==> config.mk <==
export PLATFORM = sky130hd
export DESIGN_NAME = framebuffer_scanout
export DESIGN_NICKNAME = d
export VERILOG_FILES = /design/src/rtl/framebuffer_scanout.sv
export SDC_FILE = /design/constraint.sdc
export NUM_CORES = 1
export LEC_CHECK = 0
export ABC_CLOCK_PERIOD_IN_PS = 1600
export CELL_PAD_IN_SITES_DETAIL_PLACEMENT = 1
export CELL_PAD_IN_SITES_GLOBAL_PLACEMENT = 2
export CORE_ASPECT_RATIO = 1.1
export CORE_MARGIN = 2
export CORE_UTILIZATION = 28
export CTS_CLUSTER_DIAMETER = 60
export CTS_CLUSTER_SIZE = 30
export DETAILED_ROUTE_END_ITERATION = 7
export HOLD_SLACK_MARGIN = 0.03
export PLACE_DENSITY_LB_ADDON = 0.1
export SYNTH_ARGS = -nofsm -noshare
export SYNTH_HDL_FRONTEND = slang
export SYNTH_SLANG_ARGS = --single-unit
==> constraint.sdc <==
create_clock -name i_clk -period 1.6 [get_ports i_clk]
set_input_delay 0.16 -clock i_clk [delete_from_list [all_inputs] [get_ports i_clk]]
set_output_delay 0.16 -clock i_clk [all_outputs]
set_load 0.05 [all_outputs]
==> src/rtl/framebuffer_scanout.sv <==
// VGA-style scanout for the rasterizer framebuffer: display timing, scaled read
// addressing, and a delay pipeline that lines sync/blank up with returned pixel data.
module framebuffer_scanout #(
  parameter int VERT_RESOLUTION  = 60,
  parameter int HORIZ_RESOLUTION = 80,
  parameter int SCALE            = 8,
  parameter int H_ACTIVE         = 640,
  parameter int H_FRONT          = 16,
  parameter int H_SYNC           = 96,
  parameter int H_BACK           = 48,
  parameter int V_ACTIVE         = 480,
  parameter int V_FRONT          = 10,
  parameter int V_SYNC           = 2,
  parameter int V_BACK           = 33,
  parameter int READ_LATENCY     = 2
) (
  input  logic                                i_clk,
  input  logic                                i_srst,
  output logic [$clog2(VERT_RESOLUTION)-1:0]  o_vert_read_addr,
  output logic [$clog2(HORIZ_RESOLUTION)-1:0] o_horiz_read_addr,
  output logic                                o_read_en,
  input  logic [3:0]                          i_red,
  input  logic [3:0]                          i_green,
  input  logic [3:0]                          i_blue,
  output logic                                o_hsync,
  output logic                                o_vsync,
  output logic [3:0]                          o_red,
  output logic [3:0]                          o_green,
  output logic [3:0]                          o_blue,
  output logic                                o_active,
  output logic                                o_vblank_start
);

  localparam int H_TOTAL = H_ACTIVE + H_FRONT + H_SYNC + H_BACK;
  localparam int V_TOTAL = V_ACTIVE + V_FRONT + V_SYNC + V_BACK;
  localparam int HC_W    = $clog2(H_TOTAL + 1);
  localparam int VC_W    = $clog2(V_TOTAL + 1);
  localparam int HA_W    = $clog2(HORIZ_RESOLUTION);
  localparam int VA_W    = $clog2(VERT_RESOLUTION);
  localparam int SH      = $clog2(SCALE);
  localparam int RL      = READ_LATENCY;

  localparam logic [HC_W-1:0] H_LAST    = HC_W'(H_TOTAL - 1);
  localparam logic [HC_W-1:0] H_ACT_C   = HC_W'(H_ACTIVE);
  localparam logic [HC_W-1:0] HS_START  = HC_W'(H_ACTIVE + H_FRONT);
  localparam logic [HC_W-1:0] HS_END    = HC_W'(H_ACTIVE + H_FRONT + H_SYNC);
  localparam logic [VC_W-1:0] V_LAST    = VC_W'(V_TOTAL - 1);
  localparam logic [VC_W-1:0] V_ACT_C   = VC_W'(V_ACTIVE);
  localparam logic [VC_W-1:0] VS_START  = VC_W'(V_ACTIVE + V_FRONT);
  localparam logic [VC_W-1:0] VS_END    = VC_W'(V_ACTIVE + V_FRONT + V_SYNC);

  logic [HC_W-1:0] h_count;
  logic [VC_W-1:0] v_count;
  logic            act;
  logic            hs;
  logic            vs;
  logic            vblank_hit;
  logic [RL:0]     act_pipe;
  logic [RL:0]     hs_pipe;
  logic [RL:0]     vs_pipe;

  // Free-running raster counters; they never stall.
  always_ff @(posedge i_clk) begin
    if (i_srst) begin
      h_count <= '0;
      v_count <= '0;
    end else if (h_count == H_LAST) begin
      h_count <= '0;
      v_count <= (v_count == V_LAST) ? '0 : v_count + 1'b1;
    end else begin
      h_count <= h_count + 1'b1;
    end
  end

  always_comb begin
    act        = (h_count < H_ACT_C) && (v_count < V_ACT_C);
    hs         = (h_count >= HS_START) && (h_count < HS_END);
    vs         = (v_count >= VS_START) && (v_count < VS_END);
    vblank_hit = (h_count == '0) && (v_count == V_ACT_C);
  end

  // Read strobe and address are registered together; the framebuffer answers
  // READ_LATENCY cycles after o_read_en, with no backpressure in either direction.
  always_ff @(posedge i_clk) begin
    if (i_srst) begin
      o_read_en         <= 1'b0;
      o_horiz_read_addr <= '0;
      o_vert_read_addr  <= '0;
      o_vblank_start    <= 1'b0;
      act_pipe          <= '0;
      hs_pipe           <= '0;
      vs_pipe           <= '0;
    end else begin
      o_read_en         <= act;
      o_horiz_read_addr <= act ? HA_W'(h_count >> SH) : '0;
      o_vert_read_addr  <= act ? VA_W'(v_count >> SH) : '0;
      o_vblank_start    <= vblank_hit;
      act_pipe          <= {act_pipe[RL-1:0], act};
      hs_pipe           <= {hs_pipe[RL-1:0], hs};
      vs_pipe           <= {vs_pipe[RL-1:0], vs};
    end
  end

  // Final stage meets the returned pixel; data outside the active window is dropped.
  always_ff @(posedge i_clk) begin
    if (i_srst) begin
      o_active <= 1'b0;
      o_hsync  <= 1'b1;
      o_vsync  <= 1'b1;
      o_red    <= 4'h0;
      o_green  <= 4'h0;
      o_blue   <= 4'h0;
    end else begin
      o_active <= act_pipe[RL];
      o_hsync  <= ~hs_pipe[RL];
      o_vsync  <= ~vs_pipe[RL];
      o_red    <= act_pipe[RL] ? i_red   : 4'h0;
      o_green  <= act_pipe[RL] ? i_green : 4'h0;
      o_blue   <= act_pipe[RL] ? i_blue  : 4'h0;
    end
  end

endmodule

==> impl_metrics.json <==
{
  "outcome": "complete, but fails checks",
  "failed_checks": "negative setup slack",
  "htree_levels": 3,
  "die_w_um": 86.2,
  "final_layout_size_suffix_gt1_frac": 0.316,
  "path_common_cell": "or3_4",
  "synth_cell_types": 35,
  "viasPerCell": 4.50,
  "first_pass_iters": 3,
  "post-route-period-util": 1.01,
  "peakVddDrop_uv": 458,
  "cts-buffers-inserted": 9,
  "layout.nets": 301,
  "wl_mm": 5.26,
  "cp-end-kind": "flop",
  "fin_skew_ps": 8.51,
  "syn_area_per_cell_um2": 10.4,
  "crit_fanout": 4,
  "drv_cap": 0,
  "netlist.area_leader.share": 0.558,
  "vias": 1677,
  "cts_tree": "done",
  "synth.largest_area_cell": "dfxtp_1",
  "fin_crit_ps": 1610,
  "postLayoutSetupSlackWorst_ps": -9.11,
  "grt_max_degree": 14,
  "wl_per_cell_um": 14.1,
  "hold_viol": 0,
  "cp-start-kind": "flop",
  "syn2layout_area_growth_pct": 48.8,
  "synth_warnings": 0,
  "fp.dieH_um": 94.4,
  "synth.area.mux_share": 0.0144,
  "ant_nets": 0,
  "grt_pass1_vias": 1788,
  "yosys.area_share.simple": 0.293,
  "synth-xor-area-share": 0.0547,
  "clk_root_buffer_cell": "clkbuf_8",
  "clock-sinks": 58,
  "synth_seq_cells": 58,
  "p_leak_nw": 1.34,
  "grtUsageTotal": 0.143,
  "synth_compound_area_frac": 0.0306,
  "synth_top_family_by_area": "simple AND/OR/NAND/NOR gates",
  "nFillCells": 822,
  "worst_slew_pin_slew_ps": 636,
  "clockBufferDepth": 2,
  "setup_viol": 1,
  "synthAdderAreaFrac": 0.0240,
  "cpMaxStageDelayCell": "or3_4",
  "grt_pass1_wl_mm": 8.71,
  "yosysSeqAreaShare": 0.558,
  "drc": 0,
  "maxSlewViolCount": 0,
  "synthCells": 200,
  "crit_buf_inv": 0,
  "worstSkewPairLatency_ps": 340,
  "die-area_um2": 8140,
  "arrival_ps": 1890,
  "antenna_found_initial": 0,
  "port_buffers": 43,
  "timing.hold.ws_ps": 371,
  "max_freq_mhz": 621,
  "gp_congestion": 0.756,
  "maxSlewHeadroom": 0.575,
  "syn-cell-area_um2": 2080,
  "grt_overflow": 0,
  "rsz0062_at_grt": "true",
  "synth_nets": 218,
  "antenna_cells": 0,
  "p_total_mw": 2.96,
  "power_density_nw_per_um2": 956,
  "start_util": 0.292,
  "slowest_delay_ps": 420,
  "dr.first_iter.drc_count": 29,
  "worstSetupPathType": "flop to flop",
  "core_area_um2": 7130,
  "num_io_pins": 44,
  "path_cells": "ha_4, nand3_4, or3_4, or3_4, a21oi_2",
  "yosys-top-cells-area": "dfxtp_1 (56%), and2_1 (7.5%), nor2_1 (3.4%), xnor2_1 (2.9%), xor2_1 (2.5%)",
  "hpwl_mm": 3.89,
  "num_rows": 32,
  "path_delay_family": "simple AND/OR/NAND/NOR gates",
  "hold_path_class": "flop to flop",
  "path_clk_slew_ps": 70,
  "required_ps": 1880
}
==> through the flow <==
stage / TNS [ps] / utilization / std cells / cell area, um^2 / worst slack, ps
3_5_place_dp: -236 / 0.396 / 354 / 2830 / -49.6
6_report: -9.11 / 0.435 / 373 / 3100 / -9.11
3_3_place_gp: -185 / 0.396 / 354 / 2830 / -39.0
4_1_cts: 0 / 0.424 / 370 / 3020 / 6.74
5_1_grt: -166 / 0.435 / 373 / 3100 / -52.2
2_1_floorplan: 0 / - / 200 / 2100 / 32.4
==> Yosys cell counts <==
| master | n |
|---|---|
| nand3_2 | 1 |
| xnor2_1 | 7 |
| inv_1 | 7 |
| and4_1 | 2 |
| o21bai_1 | 1 |
| nor4_4 | 1 |
| a21oi_2 | 1 |
| nand4bb_1 | 3 |
| a21oi_1 | 3 |
| nand4_1 | 4 |
| or3_1 | 1 |
| o21ai_0 | 2 |
| nor4_1 | 3 |
| or2_1 | 1 |
| ha_1 | 4 |
| or4_1 | 1 |
| mux2i_1 | 3 |
| dfxtp_1 | 58 |
| nor2_1 | 19 |
| nor2b_1 | 7 |
| clkbuf_1 | 7 |
| nand2b_1 | 2 |
| nor4bb_1 | 1 |
| a2111oi_2 | 1 |
| o211ai_1 | 1 |
| xor2_1 | 6 |
| or3_4 | 1 |
| and2_1 | 25 |
| or2b_1 | 1 |
| nand2_1 | 6 |
| nand3_1 | 9 |
| nor4_2 | 1 |
| nand4b_4 | 1 |
| and3_1 | 2 |
| nor3_1 | 7 |
==> power by group <==
group          internal (mW)  switching (mW)  total [mW]
Combinational         0.0761          0.0713       0.147
Clock                  0.756           0.590        1.35
Sequential              1.46         0.00911        1.47
Total                   2.29           0.671        2.96
==> flip-flops by register name, summed over array words and instances (netlist names) <==
register and flops:
o_red 4, hs_pipe 3, o_vert_read_addr 6, o_green 4, o_vsync 1, o_blue 4
o_horiz_read_addr 7, v_count 10, act_pipe 3, o_active 1, o_hsync 1, o_vblank_start 1
h_count 10, vs_pipe 3
==> final timing paths <==
kind                            slack (ps)        from    endpoint  cells after the start
worst max-delay path                    -9  h_count[1]  v_count[4]                      5
worst min-delay path                   370  vs_pipe[2]     o_vsync                      1
worst max register to register          -9  h_count[1]  v_count[4]                      5
worst min register to register         370  vs_pipe[2]     o_vsync                      1
==> layer usage <==
metal / up-vias / GRT usage / part of all wire / routed length [um]
met5: - / 0 / 0 / 0
met4: 0 / 0.0742 / 0.019 / 102
met3: 9 / 0.0428 / 0.048 / 253
met2: 46 / 0.239 / 0.47 / 2460
met1: 787 / 0.166 / 0.46 / 2440
li1: 835 / - / - / -
==> cells in the final DEF, fill, tap and decap left out, drive strengths merged, types with 2 or more instances in the layout <==
cell,instances
clkinv,4
o21ai,2
nor3,7
mux2i,3
and2,25
and3,2
nand4bb,3
clkdlybuf4s50,13
clkbuf,11
nand2b,2
dfxtp,58
and4,2
nor2,19
dlygate4sd2,10
a21oi,4
inv,7
xor2,6
nand4,4
nor2b,7
or3,2
ha,4
nor4,5
xnor2,7
nand3,10
nand2,6
buf,56
==> cell type report <==
type,count,area (um^2),area share
Inverter,7,26.3,0.00848
Multi-Input combinational cell,128,948,0.306
Timing Repair Buffer,79,651,0.210
Clock inverter,5,53.8,0.0174
Tap cell,85,106,0.0343
Sequential cell,58,1170,0.378
Clock buffer,11,141,0.0456
==> kinds of logic (layout without fill, tap and decap cells) <==
| logic type | Yosys count | in the layout |
|---|---|---|
| mux | 3 | 3 |
| xor+xnor | 13 | 13 |
| buf+inv | 14 | 102 |
| fa+ha+maj | 4 | 4 |
| compound gates | 9 | 9 |
| simple gates | 99 | 99 |
| flops | 58 | 58 |
==> what timing repair did <==
item / 4_1_cts / 5_1_grt
pin swaps: 4 / 6
setup endpoints to repair: 17 / 15
hold buffers: 0 / 0
gates resized for setup: 15 / 11
setup buffers: 0 / 3
(Power assumes the default switching activity.)
==> RTL change: new RTL, same settings <==
Register the input `i_blue` before use, without a reset. The logic sees it one clock later. The other inputs are not delayed to match.
--- a/src/rtl/framebuffer_scanout.sv
+++ b/src/rtl/framebuffer_scanout.sv
@@ -49,4 +49,10 @@
   localparam logic [VC_W-1:0] VS_START  = VC_W'(V_ACTIVE + V_FRONT);
   localparam logic [VC_W-1:0] VS_END    = VC_W'(V_ACTIVE + V_FRONT + V_SYNC);
+
+  logic [3:0] i_blue_q;
+
+  always_ff @(posedge i_clk) begin
+    i_blue_q <= i_blue;
+  end
 
   logic [HC_W-1:0] h_count;
@@ -117,5 +123,5 @@
       o_red    <= act_pipe[RL] ? i_red   : 4'h0;
       o_green  <= act_pipe[RL] ? i_green : 4'h0;
-      o_blue   <= act_pipe[RL] ? i_blue  : 4'h0;
+      o_blue   <= act_pipe[RL] ? i_blue_q : 4'h0;
     end
   end
Formal check against the unedited RTL: not equivalent (a bounded check fails within 10 cycles, from zero or initial values and one cycle with i_srst high).
==> RTL change against the unedited design <==
The run still ends with negative setup slack left; cell area rose by 2.3%; sequential cell count rose by 4; wire length fell by 1.9%; global-route usage fell by 0.88 points; clock skew rose by 0.0043 ns; fmax fell by 2.5%; core utilization fell by 1.0 points; first-iteration DRC count rose by 24%; synthesized area rose by 3.5%; worst setup slack got worse by 0.041 ns; total power rose by 4.5%; synthesized cell count rose by 5.0%; critical path type unchanged; critical endpoint is now v_count[7]; largest cell class unchanged.
==> RTL change: results <==
{
  "routabilityCongestion": 0.780,
  "clkTransAtPathRegs_ns": 0.07,
  "nFillCells": 859,
  "whs_ns": 0.262,
  "fin_nets": 307,
  "cp.arrival_ns": 1.91,
  "wl_per_cell_um": 12.9,
  "clock_skew_ns": 0.0128,
  "grt.total_usage_pct": 13.5,
  "numCtsBuffers": 9,
  "avgSynthCellArea_sq_um": 10.3,
  "hp-class": "primary input to register",
  "route.met3.wl_um": 278,
  "ys_types": 40,
  "num_antenna_cells": 0,
  "wl_met2_mm": 2.42,
  "synth_common_cells": "dfxtp_1, and2_1, nor2_1",
  "failed_checks": "negative setup slack",
  "dp_slack_ns": -0.140,
  "htreeDepth": 3,
  "placed_area_sq_mm": 0.00291,
  "grt_max_degree": 15,
  "cp_max_fo": 4,
  "grt_pass1_vias": 1745,
  "worst_ir_drop_vdd_uv": 352,
  "top_layer_used": "met4",
  "async_flop_share_pct": 0,
  "reg.largest.list": "h_count (10), v_count (10), o_horiz_read_addr (7)",
  "grt_pass1_wl_mm": 8.44,
  "synthesis.nets": 228,
  "ys_warn_count": 0,
  "drtPass1Iterations": 4,
  "ctsLongestPathBuffers": 2,
  "dpl.cell_count": 381,
  "synth_top_flop_cell": "dfxtp_1",
  "leakagePower_nw": 1.31,
  "drive_gt1_share_pct": 32.7,
  "setup_viol": 2,
  "worstSkewPairLatency_ns": 0.34,
  "tns_ns": -0.0832,
  "finalNonFillerCells": 399,
  "cts_root_buffer": "clkbuf_8",
  "portBuffers": 43,
  "setup_ws_ns": -0.0505,
  "netlist_top_cells_area": "dfxtp_1, and2_1, nor2_1",
  "antenna_found_initial": 0,
  "hpwl_mm": 3.77,
  "routed_via_density": 4.28,
  "outcome": "complete, but fails checks",
  "wl_met1_mm": 2.37,
  "maxSlewHeadroom_pct": 57.7,
  "drtIter0Drc": 36,
  "seq_area_frac_synth_pct": 57.6
}
-- RTL change: changes by cell type in the layout (fill, tap and decap cells not counted), moves of 3 or more --
cell / delta
buf_4: -7
dfxtp_2: +6
nand2_1: +4
mux2i_1: -3
nor2_1: -3
nor3_1: -3
o21ai_0: +3
or3_1: +3
-- RTL change: kinds of logic after synthesis --
| kind of cell | Yosys count | synth area share [%] |
|---|---|---|
| AND/OR/NAND/NOR | 101 | 28.0 |
| buffers and inverters | 16 | 3.25 |
| adder cells (fa/ha/maj) | 4 | 2.32 |
| AO/OA/AOI/OAI | 15 | 3.95 |
| XOR/XNOR | 12 | 4.88 |
| flip-flops | 62 | 57.6 |
-- RTL change: repair_timing --
action	CTS	global route
endpoints found under the setup margin	26	12
setup buffers	2	0
resized for setup	23	10
pin swaps	10	7
-- RTL change: worst paths after layout --
check        startpoint           to  cells after the start
min           i_blue[0]  i_blue_q[0]                      1
min reg2reg  vs_pipe[2]      o_vsync                      1
max reg2reg  h_count[7]   v_count[7]                      4
max          h_count[7]   v_count[7]                      4
-- RTL change: area by class of cell --
class,instances,area (sq um),share of cell area (%)
inverters,8,30.0,0.947
multi-input cells,132,915,28.8
repair buffers,76,647,20.4
clock inverters,7,72.6,2.29
clock buffers,9,124,3.91
well taps,105,131,4.14
flip-flops and latches,62,1250,39.5
-- RTL change: per-layer routing --
metal | global-route usage (%) | vias to the layer above
met5 | 0 | -
met4 | 6.67 | 0
met3 | 4.37 | 9
met2 | 22.2 | 42
met1 | 15.7 | 797
li1 | - | 859
-- RTL change: power breakdown --
group	total, mW	switching [mW]	internal (mW)
combinational	0.158	0.0773	0.0806
sequential	1.57	0.00942	1.56
clock	1.36	0.643	0.721
total	3.10	0.730	2.37
-- RTL change: worst max-delay path, stage by stage (launching register included) --
cell and delay, ns:
dfxtp_1 0.31, nand3b_2 0.23, or4b_4 0.57, or3_1 0.34, a21oi_2 0.13
